--- config.mk ---
export PLATFORM = sky130hd
export DESIGN_NAME = pulse_sequencer_flat
export DESIGN_NICKNAME = d
export VERILOG_FILES = /design/src/rtl/pulse_sequencer_if.sv /design/src/rtl/pulse_sequencer.sv /design/src/flat_wrapper.sv
export SDC_FILE = /design/constraint.sdc
export NUM_CORES = 1
export LEC_CHECK = 0
export ABC_AREA = 0
export BUFFER_PORTS_ARGS = -buffer_cell sky130_fd_sc_hd__buf_4
export CORE_MARGIN = 3
export CORE_UTILIZATION = 35
export CTS_CLUSTER_DIAMETER = 200
export DETAILED_ROUTE_END_ITERATION = 10
export HOLD_SLACK_MARGIN = 0.15
export PLACE_DENSITY = 0.58
export SLEW_MARGIN = 0
export SYNTH_ARGS = -nofsm -noshare
export SYNTH_HDL_FRONTEND = slang
export SYNTH_SLANG_ARGS = --single-unit
--- constraint.sdc ---
create_clock -name clk -period 18.2 [get_ports clk]
set_input_delay 3.64 -clock clk [delete_from_list [all_inputs] [get_ports clk]]
set_output_delay 3.64 -clock clk [all_outputs]
set_load 0.01 [all_outputs]
--- src/rtl/pulse_sequencer_if.sv ---
// Bus between the host/ns_timer side and the pulse sequencer: table programming,
// run control, timer coupling and the gated output pattern.
interface pulse_sequencer_if #(
  parameter int ADDR_W = 4,
  parameter int OUT_W  = 8,
  parameter int TW     = 64
);
  logic [TW-1:0]     time_elaps;
  logic              timer_reset;
  logic              cfg_we;
  logic [ADDR_W-1:0] cfg_addr;
  logic [TW-1:0]     cfg_time;
  logic [OUT_W-1:0]  cfg_out;
  logic [ADDR_W:0]   n_events;
  logic              start;
  logic              abort;
  logic              busy;
  logic              done;
  logic [OUT_W-1:0]  seq_out;
  logic [ADDR_W-1:0] event_idx;

  modport master (
    output time_elaps, cfg_we, cfg_addr, cfg_time, cfg_out, n_events, start, abort,
    input  timer_reset, busy, done, seq_out, event_idx
  );

  modport slave (
    input  time_elaps, cfg_we, cfg_addr, cfg_time, cfg_out, n_events, start, abort,
    output timer_reset, busy, done, seq_out, event_idx
  );
endinterface

--- src/rtl/pulse_sequencer.sv ---
// Timed event scheduler: holds ns_timer in reset until a run starts, then applies
// each table pattern to seq_out once the elapsed tick count reaches its time stamp.
module pulse_sequencer #(
  parameter int DEPTH  = 16,
  parameter int ADDR_W = 4,
  parameter int OUT_W  = 8,
  parameter int TW     = 64
) (
  input  logic             clk,
  input  logic             reset,
  pulse_sequencer_if.slave bus
);
  typedef enum logic [1:0] {
    S_IDLE = 2'd0,
    S_ARM  = 2'd1,
    S_RUN  = 2'd2,
    S_DONE = 2'd3
  } state_t;

  localparam logic [ADDR_W:0] LP_DEPTH = (ADDR_W+1)'(DEPTH);

  state_t            r_state;
  state_t            w_state_nxt;
  logic [TW-1:0]     r_tab_time [DEPTH];
  logic [OUT_W-1:0]  r_tab_out  [DEPTH];
  logic [OUT_W-1:0]  r_seq_out;
  logic [OUT_W-1:0]  w_seq_nxt;
  logic [ADDR_W-1:0] r_event_idx;
  logic [ADDR_W-1:0] w_idx_nxt;
  logic [ADDR_W-1:0] r_last_idx;
  logic [ADDR_W-1:0] w_last_nxt;
  logic              r_busy;
  logic              r_done;
  logic              r_timer_reset;
  logic [ADDR_W:0]   w_n_clamp;
  logic [ADDR_W-1:0] w_n_last;
  logic              w_due;

  assign w_n_clamp = (bus.n_events > LP_DEPTH) ? LP_DEPTH : bus.n_events;
  assign w_n_last  = ADDR_W'(w_n_clamp - (ADDR_W+1)'(1));
  assign w_due     = (bus.time_elaps >= r_tab_time[r_event_idx]);

  // Table is writable only while idle so a running sequence never changes under us.
  always_ff @(posedge clk) begin
    if (bus.cfg_we && (r_state == S_IDLE)) begin
      r_tab_time[bus.cfg_addr] <= bus.cfg_time;
      r_tab_out[bus.cfg_addr]  <= bus.cfg_out;
    end
  end

  always_ff @(posedge clk) begin
    if (reset) begin
      r_state <= S_IDLE;
    end else begin
      r_state <= w_state_nxt;
    end
  end

  always_comb begin
    w_state_nxt = r_state;
    w_seq_nxt   = r_seq_out;
    w_idx_nxt   = r_event_idx;
    w_last_nxt  = r_last_idx;
    case (r_state)
      S_IDLE: begin
        w_idx_nxt = '0;
        if (bus.abort) begin
          w_seq_nxt = '0;
        end else if (bus.start && (w_n_clamp != '0)) begin
          w_state_nxt = S_ARM;
          w_seq_nxt   = '0;
          w_last_nxt  = w_n_last;
        end else begin
          w_state_nxt = S_IDLE;
        end
      end
      S_ARM: begin
        if (bus.abort) begin
          w_state_nxt = S_IDLE;
          w_seq_nxt   = '0;
          w_idx_nxt   = '0;
        end else begin
          w_state_nxt = S_RUN;
        end
      end
      S_RUN: begin
        // Abort outranks an event that is due on the same edge.
        if (bus.abort) begin
          w_state_nxt = S_IDLE;
          w_seq_nxt   = '0;
          w_idx_nxt   = '0;
        end else if (w_due) begin
          w_seq_nxt = r_tab_out[r_event_idx];
          if (r_event_idx == r_last_idx) begin
            w_state_nxt = S_DONE;
          end else begin
            w_idx_nxt = r_event_idx + ADDR_W'(1);
          end
        end else begin
          w_state_nxt = S_RUN;
        end
      end
      S_DONE: begin
        w_state_nxt = S_IDLE;
        w_idx_nxt   = '0;
        if (bus.abort) begin
          w_seq_nxt = '0;
        end else begin
          w_seq_nxt = r_seq_out;
        end
      end
      default: begin
        w_state_nxt = S_IDLE;
        w_seq_nxt   = '0;
        w_idx_nxt   = '0;
      end
    endcase
  end

  // Status outputs are registered from the next state so they line up with r_state.
  always_ff @(posedge clk) begin
    if (reset) begin
      r_seq_out     <= '0;
      r_event_idx   <= '0;
      r_last_idx    <= '0;
      r_busy        <= 1'b0;
      r_done        <= 1'b0;
      r_timer_reset <= 1'b1;
    end else begin
      r_seq_out     <= w_seq_nxt;
      r_event_idx   <= w_idx_nxt;
      r_last_idx    <= w_last_nxt;
      r_busy        <= (w_state_nxt == S_ARM) || (w_state_nxt == S_RUN);
      r_done        <= (w_state_nxt == S_DONE);
      r_timer_reset <= (w_state_nxt != S_RUN);
    end
  end

  assign bus.seq_out     = r_seq_out;
  assign bus.event_idx   = r_event_idx;
  assign bus.busy        = r_busy;
  assign bus.done        = r_done;
  assign bus.timer_reset = r_timer_reset;
endmodule

--- src/flat_wrapper.sv ---
// flat-port wrapper written by rule: the top's interface ports become plain ports
module pulse_sequencer_flat 
#(
  parameter int DEPTH  = 16,
  parameter int ADDR_W = 4,
  parameter int OUT_W  = 8,
  parameter int TW     = 64
)
  (clk, reset, bus_time_elaps, bus_cfg_we, bus_cfg_addr, bus_cfg_time, bus_cfg_out, bus_n_events, bus_start, bus_abort, bus_timer_reset, bus_busy, bus_done, bus_seq_out, bus_event_idx);
  pulse_sequencer_if #(.ADDR_W(ADDR_W), .OUT_W(OUT_W), .TW(TW)) bus_i ();
  input  logic clk;
  input  logic reset;
  input wire logic [$bits(bus_i.time_elaps)-1:0] bus_time_elaps;
  input wire logic [$bits(bus_i.cfg_we)-1:0] bus_cfg_we;
  input wire logic [$bits(bus_i.cfg_addr)-1:0] bus_cfg_addr;
  input wire logic [$bits(bus_i.cfg_time)-1:0] bus_cfg_time;
  input wire logic [$bits(bus_i.cfg_out)-1:0] bus_cfg_out;
  input wire logic [$bits(bus_i.n_events)-1:0] bus_n_events;
  input wire logic [$bits(bus_i.start)-1:0] bus_start;
  input wire logic [$bits(bus_i.abort)-1:0] bus_abort;
  output wire logic [$bits(bus_i.timer_reset)-1:0] bus_timer_reset;
  output wire logic [$bits(bus_i.busy)-1:0] bus_busy;
  output wire logic [$bits(bus_i.done)-1:0] bus_done;
  output wire logic [$bits(bus_i.seq_out)-1:0] bus_seq_out;
  output wire logic [$bits(bus_i.event_idx)-1:0] bus_event_idx;
  assign bus_i.time_elaps = bus_time_elaps;
  assign bus_i.cfg_we = bus_cfg_we;
  assign bus_i.cfg_addr = bus_cfg_addr;
  assign bus_i.cfg_time = bus_cfg_time;
  assign bus_i.cfg_out = bus_cfg_out;
  assign bus_i.n_events = bus_n_events;
  assign bus_i.start = bus_start;
  assign bus_i.abort = bus_abort;
  assign bus_timer_reset = bus_i.timer_reset;
  assign bus_busy = bus_i.busy;
  assign bus_done = bus_i.done;
  assign bus_seq_out = bus_i.seq_out;
  assign bus_event_idx = bus_i.event_idx;
  pulse_sequencer #(.DEPTH(DEPTH), .ADDR_W(ADDR_W), .OUT_W(OUT_W), .TW(TW)) u_core (.clk(clk), .reset(reset), .bus(bus_i));
endmodule
=== After elaboration in Yosys (flattened, before gate mapping) ===
Memory sizes are Yosys's and may differ from the RTL's. A register that Yosys moved wholly into a read port is not among the register bits.
Cells that the tools add are included.

* Add/subtract/negate cells: 2
* $lt $le $gt $ge: 2
* Equal/unequal tests: 13
* Multiplexer cells: 25
* Bitwise logic cells: 1
* Reduce and logical (&&, ||, !) cells: 10

{| class="wikitable"
|+ Operators with widths
! operator !! count
|-
| 64-bit >= comparator || 1
|-
| 8-bit two-way mux || 5
|-
| 4-bit two-way mux || 8
|-
| 8-bit one-hot mux with 3 select lines || 1
|-
| 4-bit one-hot mux with 3 select lines || 1
|-
| 2-bit two-way mux || 5
|-
| 3-bit AND reduction || 3
|-
| 2-bit == test, second input constant || 4
|-
| 2-bit one-hot mux with 4 select lines || 1
|-
| 3-bit inequality test, second input constant || 2
|-
| 5-bit > comparator, second input constant || 1
|-
| 5-bit two-way mux || 1
|-
| 5-bit nonzero test || 1
|-
| 4-bit by 1-bit adder with 4-bit output, second input constant || 1
|-
| 2-bit by 1-bit == test with 1-bit output, second input constant || 2
|-
| 4-bit == test || 1
|-
| 2-bit inequality test, second input constant || 2
|-
| 2-bit OR reduction || 2
|-
| 4-bit by 1-bit subtractor with 4-bit output, second input constant || 1
|-
| 1-bit two-way mux || 3
|-
| 3-bit by 2-bit inequality test with 1-bit output, second input constant || 1
|-
| 1-bit logical AND || 2
|-
| 2-bit logical NOT || 1
|-
| 2-bit by 1-bit inequality test with 1-bit output, second input constant || 1
|-
| 2 further kinds || 2
|}

* Register bits after elaboration: 21
* Bits in writable memories: 1152
* Input bits: 150
* Word-level logic and storage cells: 62
* Memories: 2

{| class="wikitable"
|+ Memories
! memory !! depth !! bits a word !! read ports !! clocked after memory_dff !! write ports !! line !! text
|-
| u_core.r_tab_time || 16 || 64 || 1 || 1 || 1 || pulse_sequencer.sv:24 || <nowiki>logic [TW-1:0] r_tab_time [DEPTH];</nowiki>
|-
| u_core.r_tab_out || 16 || 8 || 1 || 1 || 1 || pulse_sequencer.sv:25 || <nowiki>logic [OUT_W-1:0] r_tab_out [DEPTH];</nowiki>
|}

=== Logic depth before layout (Yosys ltp) ===
* Depth after elaboration: 9
* Mapped depth: 14
* Mapped depth without buffers: 11

=== Worst setup path before layout ===
No wires, ideal clock.

* Kind: input -> register
* Start: in bus_cfg_addr[1]
* End: mem u_core.r_tab_out[2][0], enable pin
* Arrival time: 9.003 ns
* Setup slack: 8.605 ns
* Cell stages on the path: 3
* Path buffers: 0
* Cells stage by stage: nor4bb_1 -> nand2b_1 -> nor3_1

{| class="wikitable"
|+ RTL lines
! element !! line !! text
|-
| from (decl) || flat_wrapper.sv:15 || <nowiki>input wire logic [$bits(bus_i.cfg_addr)-1:0] bus_cfg_addr;</nowiki>
|-
| to (decl) || pulse_sequencer.sv:25 ||
|}

Straight into the memory's write port.

==> metrics.md <==
| Metric | Value |
|---|---|
| Primary FF master, synth | `edfxtp_1` |
| Int Pwr | `4.476 mW` |
| Post-CTS Resized | `0` |
| Hold_buf cts | `0` |
| Rows | `132` |
| Commonest non-fill, non-tap cell in the layout | `edfxtp_1` |
| Tmin final | `6.610 ns` |
| Gr usage total | `0.1649` |
| Fillcell total | `11330` |
| Fmax | `around 0.15 GHz` |
| Clock share of power | `0.435` |
| Worst Hold Launch | `u_core.bus.seq_out[5]` |
| Worst Reg-to-Reg Cells | `13` |
| DRC | `0` |
| Antenna viol nets, final | `0` |
| Reg2Reg Capture Point | `u_core.bus.seq_out[4]` |
| RSZ-0062 raised after global routing | `false` |
| PortBufs | `164` |
| Wire per inst | `27.65 um` |
| Post-CTS setup buffer count | `0` |
| Setup Viol. Count Final | `0` |
| Hold worst-path end | `u_core.bus.seq_out[5]` |
| Gr ovfl total | `0` |
| Number of flops mapped to enable cells by yosys | `~1200` |
| Hold Path Stages | `2` |
| Crit end category | `flop` |
| Largest net degree at the start of global routing | `119` |
| DIE WIDTH | `368.1 um` |
| WL final | `roughly 110 mm` |
| Logic pwr share | `0.027` |
| Flop2flop setup slack | `11.59 ns` |
| First-pass GRT wire length | `between 150 and 200 mm` |
| Initial core utilization | `0.3535` |
| NetSw | `around 1.1 mW` |
| Htree depth | `3` |
| Worst-Skew Late Latency | `0.70 ns` |
| Initial antenna violation count | `18` |
| CTS tree | `built` |
| Die area | `135500 um^2` |
| Synth warn | `0` |
| Post-Syn Nets | `2176` |
| Gate Count Post-Synth | `~2000` |
| Seq/Total Area, Yosys | `0.7647` |
| Final Hold Viols | `0` |
| Worst slew pin tran | `1.128 ns` |
| DR vias | `about 21000` |
| Setup_tns | `0 ns` |
| Vias per cell | `5.264` |
| Worst Skew | `0.02447 ns` |
| Status | `complete, no violations` |
| Maximum net fanout on the critical path | `118` |
| IO Count | `165` |
| Synth Cell Area | `45890 um^2` |
| Commonest non-fill, non-tap cells in the layout | `1152 x edfxtp_1, 360 x mux4_2, 208 x buf_4` |
| Rel. slew slack | `0.2431` |
| Crit start category | `flop` |
| Yosys reg bits | `1177` |
| Die height | `368.1 um` |
| Clock Sinks | `1177` |
| Cells taking the most area after synthesis | `edfxtp_1 75%, mux4_2 18%, ha_1 1.8%` |
| Core area | `129800 um^2` |
| Footprint of the multi-input gates | `10280 um^2` |
| Power Dens Cells | `~100 nW/um^2` |
| HPWL after DPL | `63.09 mm` |
| Sequential power share | `0.539` |
| Peak supply drop | `roughly 0.07 mV` |
| Area leader, netlist | `edfxtp_1` |
| Post-synth top area share | `0.7538` |
| Routability cong. | `between 0.7 and 0.8` |
| Max_cap viols | `0` |
| Nets@finish | `about 2400` |
| Vias in the first global route | `22540` |
| Ys async rst share | `0` |
| Hold slack | `0.4771 ns` |
| Slew Viols, Final | `0` |
| Crit share post-route | `0.3632` |
| Cts bufs inserted | `117` |
| Drt pass-1 iters | `5` |
| Avg Cell Area, Syn | `23.41 um^2` |
| Layout cell share with drive strength beyond 1 | `0.3397` |
| Hold Crit Class | `reg -> reg` |
| Root buffer cell | `clkbuf_16` |
| Register area | `roughly 35000 um^2` |
| Clock tree buffer depth | `3` |
| DR iter-0 viols | `2197` |
| WS Path Type | `reg -> reg` |
| Leakage | `16.68 nW` |
| Cell variety after synth | `45` |
| Critical Path AT | `7.15 ns` |
| Net Sw Frac | `0.2002` |
| Clk slew on worst S/H paths | `0.06 ns` |
| Area delta synth->final | `16.37%` |
| Worst EP required | `18.74 ns` |
==> cells by family (layout without fill, tap and decap cells) <==
kind of cell / count (synthesis) / after routing / synth area share
AO/OA/AOI/OAI: 69 / 69 / 0.009843
XOR/XNOR: 6 / 6 / 0.001145
adder cells (fa/ha/maj): 66 / 66 / 0.01799
buffers and inverters: 155 / 506 / 0.01374
flip-flops: 1177 / 1177 / 0.7647
multiplexers: 365 / 365 / 0.1779
other: 0 / 7 / 0
AND/OR/NAND/NOR: 122 / 122 / 0.01470
==> final cells by class <==
type	count	share of cell area
multi-input cells	628	0.1926
well taps	1742	0.04081
diodes	7	0.0003280
clock buffers	134	0.05642
inverters	72	0.005061
flip-flops and latches	1177	0.6574
clock inverters	89	0.01706
repair buffers	211	0.03036
==> registers in the layout, indices dropped and copies added, names as in the netlist, named ones only <==
signal / count
u_core.r_tab_time: 1024
u_core.r_tab_out: 128
u_core.bus.seq_out: 8
u_core.bus.event_idx: 4
u_core.r_last_idx: 4
u_core.r_state: 2
u_core.bus.busy: 1
u_core.bus.done: 1
u_core.bus.timer_reset: 1
==> cells in the mapped netlist (3+ instances only) <==
master and count:
dfxtp_1 25, nor2_1 28, ha_1 66, o32ai_1 8
nand4_2 4, inv_1 72, nand3_1 10, a21o_1 5
nor4b_1 3, nor3_1 11, buf_4 3, buf_2 30
nor4_1 3, xor2_1 5, buf_1 12, mux4_2 360
o21ai_0 9, a2111oi_0 3, mux2i_1 4, edfxtp_1 1152
nand4_1 11, nand2_1 27, a21oi_1 29, nor2b_1 7
a211oi_1 4, nand2b_1 10, clkbuf_1 38
==> worst max-delay path, stage by stage (launching register included) <==
cell and delay (ns):
dfxtp_4 0.87, buf_12 0.65, buf_4 0.90, mux4_2 0.43, mux4_2 0.51, inv_1 0.08
ha_1 0.24, a21oi_1 0.15, o21ai_0 0.23, a221o_1 0.41, a211oi_1 0.73, nand3_2 0.38
nor2_1 0.51, o32ai_1 0.16
==> per-stage QoR <==
stage / cell area, um^2 / power (mW) / std cells / utilization / worst slack [ns]
after floorplan: 45890 / 3.127 / 1960 / - / 8.605
after global placement: 49460 / 3.215 / 3830 / 0.3810 / 10.88
after detailed placement: 49460 / 3.223 / 3830 / 0.3810 / 11.25
after CTS: 53390 / 5.654 / 4053 / 0.4113 / 11.54
after global routing: 53390 / 5.774 / 4055 / 0.4113 / 11.23
final: 53410 / 5.596 / 4060 / 0.4114 / 11.59
==> worst max-delay path by stage <==
stage	from	end	slack, ns	cells after the start
finish	flop	u_core.bus.seq_out[4]	11.59	13
floorplan	bus_cfg_addr[1]	u_core.r_tab_out[2][0]	8.61	3
CTS	flop	u_core.bus.seq_out[4]	11.54	13
global placement	bus_time_elaps[7]	u_core.bus.seq_out[5]	10.88	9
detailed placement	bus_cfg_addr[1]	u_core.r_tab_time[6][8]	11.25	6
global route	flop	u_core.bus.seq_out[4]	11.23	13
==> power by group through the flow <==
stage | Sequential (mW) | Combinational, mW | Clock, mW
2_1_floorplan | 3.07 | 0.0518 | 0
5_1_grt | 3.02 | 0.162 | 2.60
4_1_cts | 3.01 | 0.152 | 2.49
3_3_place_gp | 3.07 | 0.145 | 0
3_5_place_dp | 3.07 | 0.151 | 0
6_report | 3.01 | 0.149 | 2.43
==> metal layers <==
metal  part of all wire  up-vias  global-route usage
li1                   -     8890                   -
met3              0.074      180             0.04392
met1               0.41    11560              0.2196
met4              0.028       20             0.05066
met5             0.0013        -                   0
met2               0.49      718              0.2659
No activity file was read; power rests on OpenSTA's default activity.
